[config.mk]
export PLATFORM = sky130hd
export DESIGN_NAME = ram_arb_flat
export DESIGN_NICKNAME = d
export VERILOG_FILES = /design/src/rtl/ram_arb_pkg.sv /design/src/rtl/ram_arb_if.sv /design/src/rtl/ram_arb_rr.sv /design/src/rtl/ram_arb.sv /design/src/flat_wrapper.sv
export SDC_FILE = /design/constraint.sdc
export NUM_CORES = 1
export LEC_CHECK = 0
export ABC_CLOCK_PERIOD_IN_PS = 1600
export CAP_MARGIN = 20
export CORE_MARGIN = 4
export CORE_UTILIZATION = 35
export CTS_BUF_LIST = sky130_fd_sc_hd__clkbuf_2 sky130_fd_sc_hd__clkbuf_4 sky130_fd_sc_hd__clkbuf_8
export CTS_CLUSTER_SIZE = 25
export DETAILED_ROUTE_END_ITERATION = 8
export PLACE_DENSITY = 0.73
export SYNTH_ARGS = -nofsm -noshare
export SYNTH_HDL_FRONTEND = slang
export SYNTH_SLANG_ARGS = --single-unit
[constraint.sdc]
create_clock -name CLK -period 1.6 [get_ports CLK]
set_input_delay 0.16 -clock CLK [delete_from_list [all_inputs] [get_ports CLK]]
set_output_delay 0.16 -clock CLK [all_outputs]
set_load 0.01 [all_outputs]
[src/rtl/ram_arb_pkg.sv]
// Shared types, constants and address-decode helpers for the RAM arbiter.
// The optional lock feature is enabled with RAM_ARB_LOCK_EN; LOCK_MAX is used only then.
package ram_arb_pkg;

   localparam int AW = 8;
   localparam int DW = 16;

   localparam logic [AW-1:0] RAM_WORDS = AW'(8);
   localparam logic [AW-1:0] IO_IN_AD  = AW'(65);
   localparam logic [2:0]    LOCK_MAX  = 3'd4;

   typedef enum logic [1:0] {
      IDLE,
      ACCESS,
      CAPTURE
   } state_t;

   // Reads may target any RAM word or the read-only IO input word.
   function automatic logic ad_readable(input logic [AW-1:0] ad);
      return (ad < RAM_WORDS) || (ad == IO_IN_AD);
   endfunction

   // Only the RAM words themselves accept writes.
   function automatic logic ad_writable(input logic [AW-1:0] ad);
      return (ad < RAM_WORDS);
   endfunction

endpackage

[src/rtl/ram_arb_if.sv]
// Request/acknowledge bundle for the two RAM requesters (A = CPU, B = host).
// With RAM_ARB_LOCK_EN defined, each requester also carries a LOCK qualifier.
interface ram_arb_if;
   import ram_arb_pkg::*;

   logic          A_REQ;
   logic          A_WE;
   logic [AW-1:0] A_AD;
   logic [DW-1:0] A_WD;
   logic          A_ACK;
   logic          A_ERR;
   logic [DW-1:0] A_RD;

   logic          B_REQ;
   logic          B_WE;
   logic [AW-1:0] B_AD;
   logic [DW-1:0] B_WD;
   logic          B_ACK;
   logic          B_ERR;
   logic [DW-1:0] B_RD;

`ifdef RAM_ARB_LOCK_EN
   logic          A_LOCK;
   logic          B_LOCK;
`endif

   modport master (
`ifdef RAM_ARB_LOCK_EN
      output A_LOCK, B_LOCK,
`endif
      output A_REQ, A_WE, A_AD, A_WD,
      output B_REQ, B_WE, B_AD, B_WD,
      input  A_ACK, A_ERR, A_RD,
      input  B_ACK, B_ERR, B_RD
   );

   modport slave (
`ifdef RAM_ARB_LOCK_EN
      input  A_LOCK, B_LOCK,
`endif
      input  A_REQ, A_WE, A_AD, A_WD,
      input  B_REQ, B_WE, B_AD, B_WD,
      output A_ACK, A_ERR, A_RD,
      output B_ACK, B_ERR, B_RD
   );

endinterface

[src/rtl/ram_arb_rr.sv]
// Two-way round-robin picker. A reserve qualifier pins the decision to one
// requester (used by the lock feature); otherwise a tie goes to the port
// that did not own the last grant.
module ram_arb_rr (
   input  logic eligA_i,
   input  logic eligB_i,
   input  logic lastB_i,
   input  logic reserveA_i,
   input  logic reserveB_i,
   output logic valid_o,
   output logic idB_o
);

   // Pick a winner: reservation first, then single eligible, then alternate on a tie.
   always_comb begin
      valid_o = 1'b0;
      idB_o   = lastB_i;
      if (reserveA_i) begin
         valid_o = eligA_i;
         idB_o   = 1'b0;
      end else if (reserveB_i) begin
         valid_o = eligB_i;
         idB_o   = 1'b1;
      end else if (eligA_i && eligB_i) begin
         valid_o = 1'b1;
         idB_o   = ~lastB_i;
      end else if (eligA_i) begin
         valid_o = 1'b1;
         idB_o   = 1'b0;
      end else if (eligB_i) begin
         valid_o = 1'b1;
         idB_o   = 1'b1;
      end
   end

endmodule

[src/rtl/ram_arb.sv]
// Arbiter and access sequencer for the CPU data RAM. Serves one request at a
// time through IDLE -> ACCESS -> CAPTURE, allowing one clock of decoder latency.
// Define RAM_ARB_LOCK_EN to let a requester hold LOCK and chain up to LOCK_MAX
// back-to-back grants (atomic read-modify-write).
module ram_arb
   import ram_arb_pkg::*;
(
   input  logic          CLK,
   input  logic          RESET,
   ram_arb_if.slave      bus,
   output logic [AW-1:0] RAM_AD,
   output logic          RAM_WE,
   output logic [DW-1:0] RAM_WD,
   input  logic [DW-1:0] RAM_RD,
   output logic          BUSY,
   output logic          GNT_B
);

   state_t        state_q, state_d;
   logic          we_q, we_d;
   logic [AW-1:0] ad_q, ad_d;
   logic [DW-1:0] wd_q, wd_d;
   logic          gntB_q, gntB_d;

   logic          aAck_q, aAck_d, aErr_q, aErr_d;
   logic          bAck_q, bAck_d, bErr_q, bErr_d;
   logic [DW-1:0] aRd_q, aRd_d, bRd_q, bRd_d;

   logic          eligA, eligB;
   logic          reserveA, reserveB;
   logic          gntValid, gntId;
   logic          capErr;
   logic [DW-1:0] capRd;

   // A requester whose ACK is high this cycle is not eligible, so a held REQ
   // does not start a second access during its own acknowledge.
   assign eligA = bus.A_REQ && !aAck_q;
   assign eligB = bus.B_REQ && !bAck_q;

   ram_arb_rr picker (
      .eligA_i    (eligA),
      .eligB_i    (eligB),
      .lastB_i    (gntB_q),
      .reserveA_i (reserveA),
      .reserveB_i (reserveB),
      .valid_o    (gntValid),
      .idB_o      (gntId)
   );

`ifdef RAM_ARB_LOCK_EN
   logic       lockPendA_q, lockPendA_d;
   logic       lockPendB_q, lockPendB_d;
   logic [2:0] streak_q, streak_d;
   logic       armA, armB;

   // In the ACK cycle of a locked requester the other port is held off; in
   // the following cycle the locked port is re-granted if it still requests.
   always_comb begin
      armA        = aAck_q && bus.A_LOCK && (streak_q < LOCK_MAX);
      armB        = bAck_q && bus.B_LOCK && (streak_q < LOCK_MAX);
      reserveA    = armA || (lockPendA_q && bus.A_REQ);
      reserveB    = armB || (lockPendB_q && bus.B_REQ);
      lockPendA_d = armA;
      lockPendB_d = armB;
      streak_d    = streak_q;
      if ((state_q == IDLE) && gntValid) begin
         streak_d = (reserveA || reserveB) ? streak_q + 3'd1 : 3'd1;
      end
   end

   // Lock bookkeeping: pending re-grant flags and length of the current chain.
   always_ff @(posedge CLK) begin
      if (RESET) begin
         lockPendA_q <= 1'b0;
         lockPendB_q <= 1'b0;
         streak_q    <= 3'd0;
      end else begin
         lockPendA_q <= lockPendA_d;
         lockPendB_q <= lockPendB_d;
         streak_q    <= streak_d;
      end
   end
`else
   assign reserveA = 1'b0;
   assign reserveB = 1'b0;
`endif

   // Result of the access being completed: reads return decoder data only for
   // a readable address; writes always return zero data.
   assign capErr = we_q ? !ad_writable(ad_q) : !ad_readable(ad_q);
   assign capRd  = (!we_q && ad_readable(ad_q)) ? RAM_RD : '0;

   // Next-state logic: latch the granted request, drive one RAM cycle, then
   // capture the decoder output and acknowledge the owner.
   always_comb begin
      state_d = state_q;
      we_d    = we_q;
      ad_d    = ad_q;
      wd_d    = wd_q;
      gntB_d  = gntB_q;
      aAck_d  = 1'b0;
      bAck_d  = 1'b0;
      aErr_d  = 1'b0;
      bErr_d  = 1'b0;
      aRd_d   = aRd_q;
      bRd_d   = bRd_q;
      case (state_q)
         IDLE: begin
            if (gntValid) begin
               state_d = ACCESS;
               gntB_d  = gntId;
               if (gntId) begin
                  we_d = bus.B_WE;
                  ad_d = bus.B_AD;
                  wd_d = bus.B_WD;
               end else begin
                  we_d = bus.A_WE;
                  ad_d = bus.A_AD;
                  wd_d = bus.A_WD;
               end
            end
         end
         ACCESS: begin
            state_d = CAPTURE;
         end
         CAPTURE: begin
            state_d = IDLE;
            if (gntB_q) begin
               bAck_d = 1'b1;
               bErr_d = capErr;
               bRd_d  = capRd;
            end else begin
               aAck_d = 1'b1;
               aErr_d = capErr;
               aRd_d  = capRd;
            end
         end
         default: begin
            state_d = IDLE;
         end
      endcase
   end

   // State and response registers; GNT_B resets to B so that A wins the first tie.
   always_ff @(posedge CLK) begin
      if (RESET) begin
         state_q <= IDLE;
         we_q    <= 1'b0;
         ad_q    <= '0;
         wd_q    <= '0;
         gntB_q  <= 1'b1;
         aAck_q  <= 1'b0;
         bAck_q  <= 1'b0;
         aErr_q  <= 1'b0;
         bErr_q  <= 1'b0;
         aRd_q   <= '0;
         bRd_q   <= '0;
      end else begin
         state_q <= state_d;
         we_q    <= we_d;
         ad_q    <= ad_d;
         wd_q    <= wd_d;
         gntB_q  <= gntB_d;
         aAck_q  <= aAck_d;
         bAck_q  <= bAck_d;
         aErr_q  <= aErr_d;
         bErr_q  <= bErr_d;
         aRd_q   <= aRd_d;
         bRd_q   <= bRd_d;
      end
   end

   assign RAM_AD = ad_q;
   assign RAM_WD = wd_q;
   assign RAM_WE = (state_q == ACCESS) && we_q && ad_writable(ad_q);
   assign BUSY   = (state_q != IDLE);
   assign GNT_B  = gntB_q;

   assign bus.A_ACK = aAck_q;
   assign bus.A_ERR = aErr_q;
   assign bus.A_RD  = aRd_q;
   assign bus.B_ACK = bAck_q;
   assign bus.B_ERR = bErr_q;
   assign bus.B_RD  = bRd_q;

endmodule

[src/flat_wrapper.sv]
// flat-port wrapper written by rule: the top's interface ports become plain ports
module ram_arb_flat import ram_arb_pkg::*;
  (CLK, RESET, RAM_AD, RAM_WE, RAM_WD, RAM_RD, BUSY, GNT_B, bus_A_REQ, bus_A_WE, bus_A_AD, bus_A_WD, bus_B_REQ, bus_B_WE, bus_B_AD, bus_B_WD, bus_A_ACK, bus_A_ERR, bus_A_RD, bus_B_ACK, bus_B_ERR, bus_B_RD);
  ram_arb_if bus_i ();
  input  logic CLK;
  input  logic RESET;
  output logic [AW-1:0] RAM_AD;
  output logic RAM_WE;
  output logic [DW-1:0] RAM_WD;
  input  logic [DW-1:0] RAM_RD;
  output logic BUSY;
  output logic GNT_B;
  input wire logic [$bits(bus_i.A_REQ)-1:0] bus_A_REQ;
  input wire logic [$bits(bus_i.A_WE)-1:0] bus_A_WE;
  input wire logic [$bits(bus_i.A_AD)-1:0] bus_A_AD;
  input wire logic [$bits(bus_i.A_WD)-1:0] bus_A_WD;
  input wire logic [$bits(bus_i.B_REQ)-1:0] bus_B_REQ;
  input wire logic [$bits(bus_i.B_WE)-1:0] bus_B_WE;
  input wire logic [$bits(bus_i.B_AD)-1:0] bus_B_AD;
  input wire logic [$bits(bus_i.B_WD)-1:0] bus_B_WD;
  output wire logic [$bits(bus_i.A_ACK)-1:0] bus_A_ACK;
  output wire logic [$bits(bus_i.A_ERR)-1:0] bus_A_ERR;
  output wire logic [$bits(bus_i.A_RD)-1:0] bus_A_RD;
  output wire logic [$bits(bus_i.B_ACK)-1:0] bus_B_ACK;
  output wire logic [$bits(bus_i.B_ERR)-1:0] bus_B_ERR;
  output wire logic [$bits(bus_i.B_RD)-1:0] bus_B_RD;
  assign bus_i.A_REQ = bus_A_REQ;
  assign bus_i.A_WE = bus_A_WE;
  assign bus_i.A_AD = bus_A_AD;
  assign bus_i.A_WD = bus_A_WD;
  assign bus_i.B_REQ = bus_B_REQ;
  assign bus_i.B_WE = bus_B_WE;
  assign bus_i.B_AD = bus_B_AD;
  assign bus_i.B_WD = bus_B_WD;
  assign bus_A_ACK = bus_i.A_ACK;
  assign bus_A_ERR = bus_i.A_ERR;
  assign bus_A_RD = bus_i.A_RD;
  assign bus_B_ACK = bus_i.B_ACK;
  assign bus_B_ERR = bus_i.B_ERR;
  assign bus_B_RD = bus_i.B_RD;
  ram_arb u_core (.CLK(CLK), .RESET(RESET), .bus(bus_i), .RAM_AD(RAM_AD), .RAM_WE(RAM_WE), .RAM_WD(RAM_WD), .RAM_RD(RAM_RD), .BUSY(BUSY), .GNT_B(GNT_B));
endmodule
==> key figures <==
Min path
  • Worst Hold End: u_core.bus.B_RD[7]
  • Hold_sp: RESET
  • Worst Hold Class: in -> reg
  • Hold Path Cell Cnt: 2

Synthesis
  • Synth Instances: 314
  • Synth area leaders: dfxtp_1, nand3b_1, o41ai_2, a311oi_1, nand2_1
  • Netlist cell types: 25
  • Ys Warns: 0
  • Seq/Total Area, Yosys: 45.13%
  • Synth Net Count: 384
  • Top cell type's share of synthesized area: 45.13%
  • Largest area contributor in the netlist: dfxtp_1
  • Syn avg cell area: 9.041 um2
  • Mapped cell area: 0.002839 mm2
  • Count of state elements after synthesis: 64

Worst setup path
  • Data required, critical path: 1820 ps
  • Crit-path max FO: 6
  • Critical Path Start Type: register
  • R2r endpoint: u_core.bus.B_RD[2]
  • Cells on worst reg2reg path: 4
  • Crit path kind: reg -> reg
  • CP endpoint kind: register
  • Setup slack, reg-to-reg: -140 ps
  • WP data arrival: 1950 ps
  • Worst R2R Start: u_core.RAM_AD[3]

Placement
  • DP HPWL: 5.936 mm
  • Placed instance area: 0.004397 mm2
  • GP Congestion: 0.7874
  • IO buf count: 132
  • DP Worst Slack: -117.2 ps

Route
  • Pre-antenna DRT Iters: 7
  • Total number of vias: 2874
  • Drc violations: 0
  • Routed Antenna Nets: 0
  • Drt total wl: 9.278 mm
  • Starting DRT DRC Count: 149
  • DR WL/cell: 16.28 um
  • Routed vias/inst: 5.042

Cells and area
  • Design area: 0.005002 mm2
  • P&R area growth vs syn: 76.20%
  • Fraction of layout cells with a size suffix above 1: 20.73%
  • Post-layout nets: 533
  • Antenna diode count: 0

Power
  • Switch Pwr: 1.337 mW
  • Comb pwr share: 30.0%
  • Cell-internal power: 3.127 mW
  • PwrDens: 892.4 mW/mm2
  • Net Sw Frac: 29.95%
  • Worst vdd ir: 0.4785 mV
  • Leakage power figure: 1.924 nW
  • Clk pwr share: 30.6%
  • Final Power: 4.464 mW
  • Seq pwr share: 39.4%

Run status
  • Outcome: complete, but fails checks
  • Failing checks: negative setup slack

Timing
  • Slew headroom: 72.27%
  • Unrepaired setup endpoints after global routing: true
  • Max-slew violations: 0
  • Final setup margin: -139.8 ps
  • Final hold violation count: 0
  • Worst-Margin Slew: 415.9 ps
  • F_max: 574.8 MHz
  • Setup Viol. Count Final: 33
  • Final worst-path cycle share: 108.7%
  • Tmin final: 1740 ps
  • Worst clock skew: 15.07 ps

Die
  • Top Ports: 133
  • DIE WIDTH: 98.07 um
  • # rows: 32
  • Starting Density: 36.36%
  • Core Region: 0.007807 mm2
  • Die Y: 98.07 um
  • Die area: 0.009617 mm2

Clocking
  • Clock sinks: 64
  • # hold bufs at CTS: 0
  • TritonCTS clock tree: done
  • Clk Tree Root Cell: clkbuf_8
  • Clock latency on the worst-skew pair: 330 ps
  • CTS Buffer Depth: 2
  • CTS clk-pin slew, worst paths: 80 ps
  • TritonCTS buffer count: 9
  • Htree depth: 3

Global routing
  • Gr ovfl total: 0
  • Initial antenna violation count: 0
  • Largest net degree at the start of global routing: 35
  • Total GRT Usage: 17.67%
  • Vias in the first global route: 2763
  • Wire length of the first global-routing pass: 13.79 mm

Job
  • Max Cap Viol: 0
[synth_stat cells]
library cell / number
inv_1: 32
buf_1: 1
nor2b_1: 4
o41ai_1: 2
nand2b_1: 2
buf_2: 9
or4bb_1: 1
nand2_1: 51
a21o_1: 1
clkbuf_1: 17
a21oi_2: 1
a21oi_1: 2
or4_4: 1
o32ai_1: 16
buf_6: 2
a311oi_1: 25
o41ai_2: 14
nor2_1: 28
dfxtp_1: 64
a211o_1: 1
nor3b_1: 3
nor3_1: 1
or2_2: 1
nand3b_1: 34
a211o_4: 1
[critical path: stages, from the launching register on]
cell and delay [ps]:
dfxtp_2 320, or4_4 540, buf_6 150, a211o_4 370
o41ai_2 240
[state kept, by name, summed over array words and instances (netlist names)]
signal            cells
u_core.GNT_B          1
u_core.RAM_AD         8
u_core.RAM_WD        16
u_core.bus.A_ACK      1
u_core.bus.A_ERR      1
u_core.bus.A_RD      16
u_core.bus.B_ACK      1
u_core.bus.B_ERR      1
u_core.bus.B_RD      16
u_core.state_q        2
u_core.we_q           1
[cell families (layout without fill, tap and decap cells)]
| logic type | count (synthesis) | in the layout | share of synthesized area [%] |
|---|---|---|---|
| compound gates | 63 | 66 | 23.14 |
| buf+inv | 61 | 212 | 8.991 |
| flops | 64 | 64 | 45.13 |
| simple gates | 126 | 126 | 22.74 |
[layout by cell type (no fill, tap or decap), drive strengths merged]
master and instances:
clkdlybuf4s50 127, dfxtp 64, nand2 51, nand3b 34, inv 33, buf 32
nor2 28, a311oi 25, o41ai 16, o32ai 16, clkbuf 11, a211o 5
nor2b 4, clkinvlp 3, nor3b 3, a21oi 3, nand2b 2, clkinv 2
dlymetal6s2s 2, or2 1, or4 1, or4bb 1, a21o 1, nor3 1
bufinv 1, dlygate4sd2 1
[repair_timing]
action,in CTS,in global routing
endpoints found under the setup margin,28,56
buffers inserted,3,4
cloned,3,4
resized for setup,27,21
pin swaps,0,15
[metrics by stage]
stage	instances	setup TNS (ps)	utilization (%)	hold slack, ps
6_report	570	-2311	64.07	360.9
5_1_grt	570	-3588	64.07	380.4
4_1_cts	562	-1291	61.30	324.8
3_5_place_dp	540	-3213	56.31	464.1
3_3_place_gp	540	-1559	56.31	463.7
2_1_floorplan	314	0	-	300.7
[layout make-up]
class	instances	area, um2
Inverter	32	120.1
Fill cell	644	2805
Timing Repair Buffer	164	1687
Clock buffer	9	123.9
Tap cell	102	127.6
Sequential cell	64	1285
Clock inverter	7	71.32
Multi-Input combinational cell	192	1588
[worst max path at each step]
stage | from | endpoint | slack (ps) | cells after the start
finish | u_core.RAM_AD[3] | u_core.bus.B_RD[2] | -140 | 4
global route | u_core.RAM_AD[3] | u_core.bus.B_RD[2] | -180 | 4
CTS | u_core.RAM_AD[3] | u_core.bus.A_RD[4] | -100 | 5
detailed placement | u_core.RAM_AD[3] | u_core.bus.A_RD[4] | -120 | 4
global placement | u_core.RAM_AD[3] | RAM_WE | -80 | 3
floorplan | u_core.RAM_AD[3] | u_core.bus.B_RD[0] | 10 | 4
[routing by layer]
layer,global-route usage (%),wire length [um],vias up
li1,-,-,1421
met1,20.55,3900,1349
met2,31.05,4675,98
met3,5.643,632,6
met4,5.112,69,0
met5,0,0,-
[power groups by stage]
stage               clock network (mW)  registers, mW  logic, mW
finish                            1.37           1.76       1.34
CTS                               1.40           1.76       1.22
global placement                     0           1.79       1.07
detailed placement                   0           1.79       1.08
floorplan                            0           1.84      0.469
global route                      1.49           1.77       1.43
No activity file was read; power rests on OpenSTA's default activity.
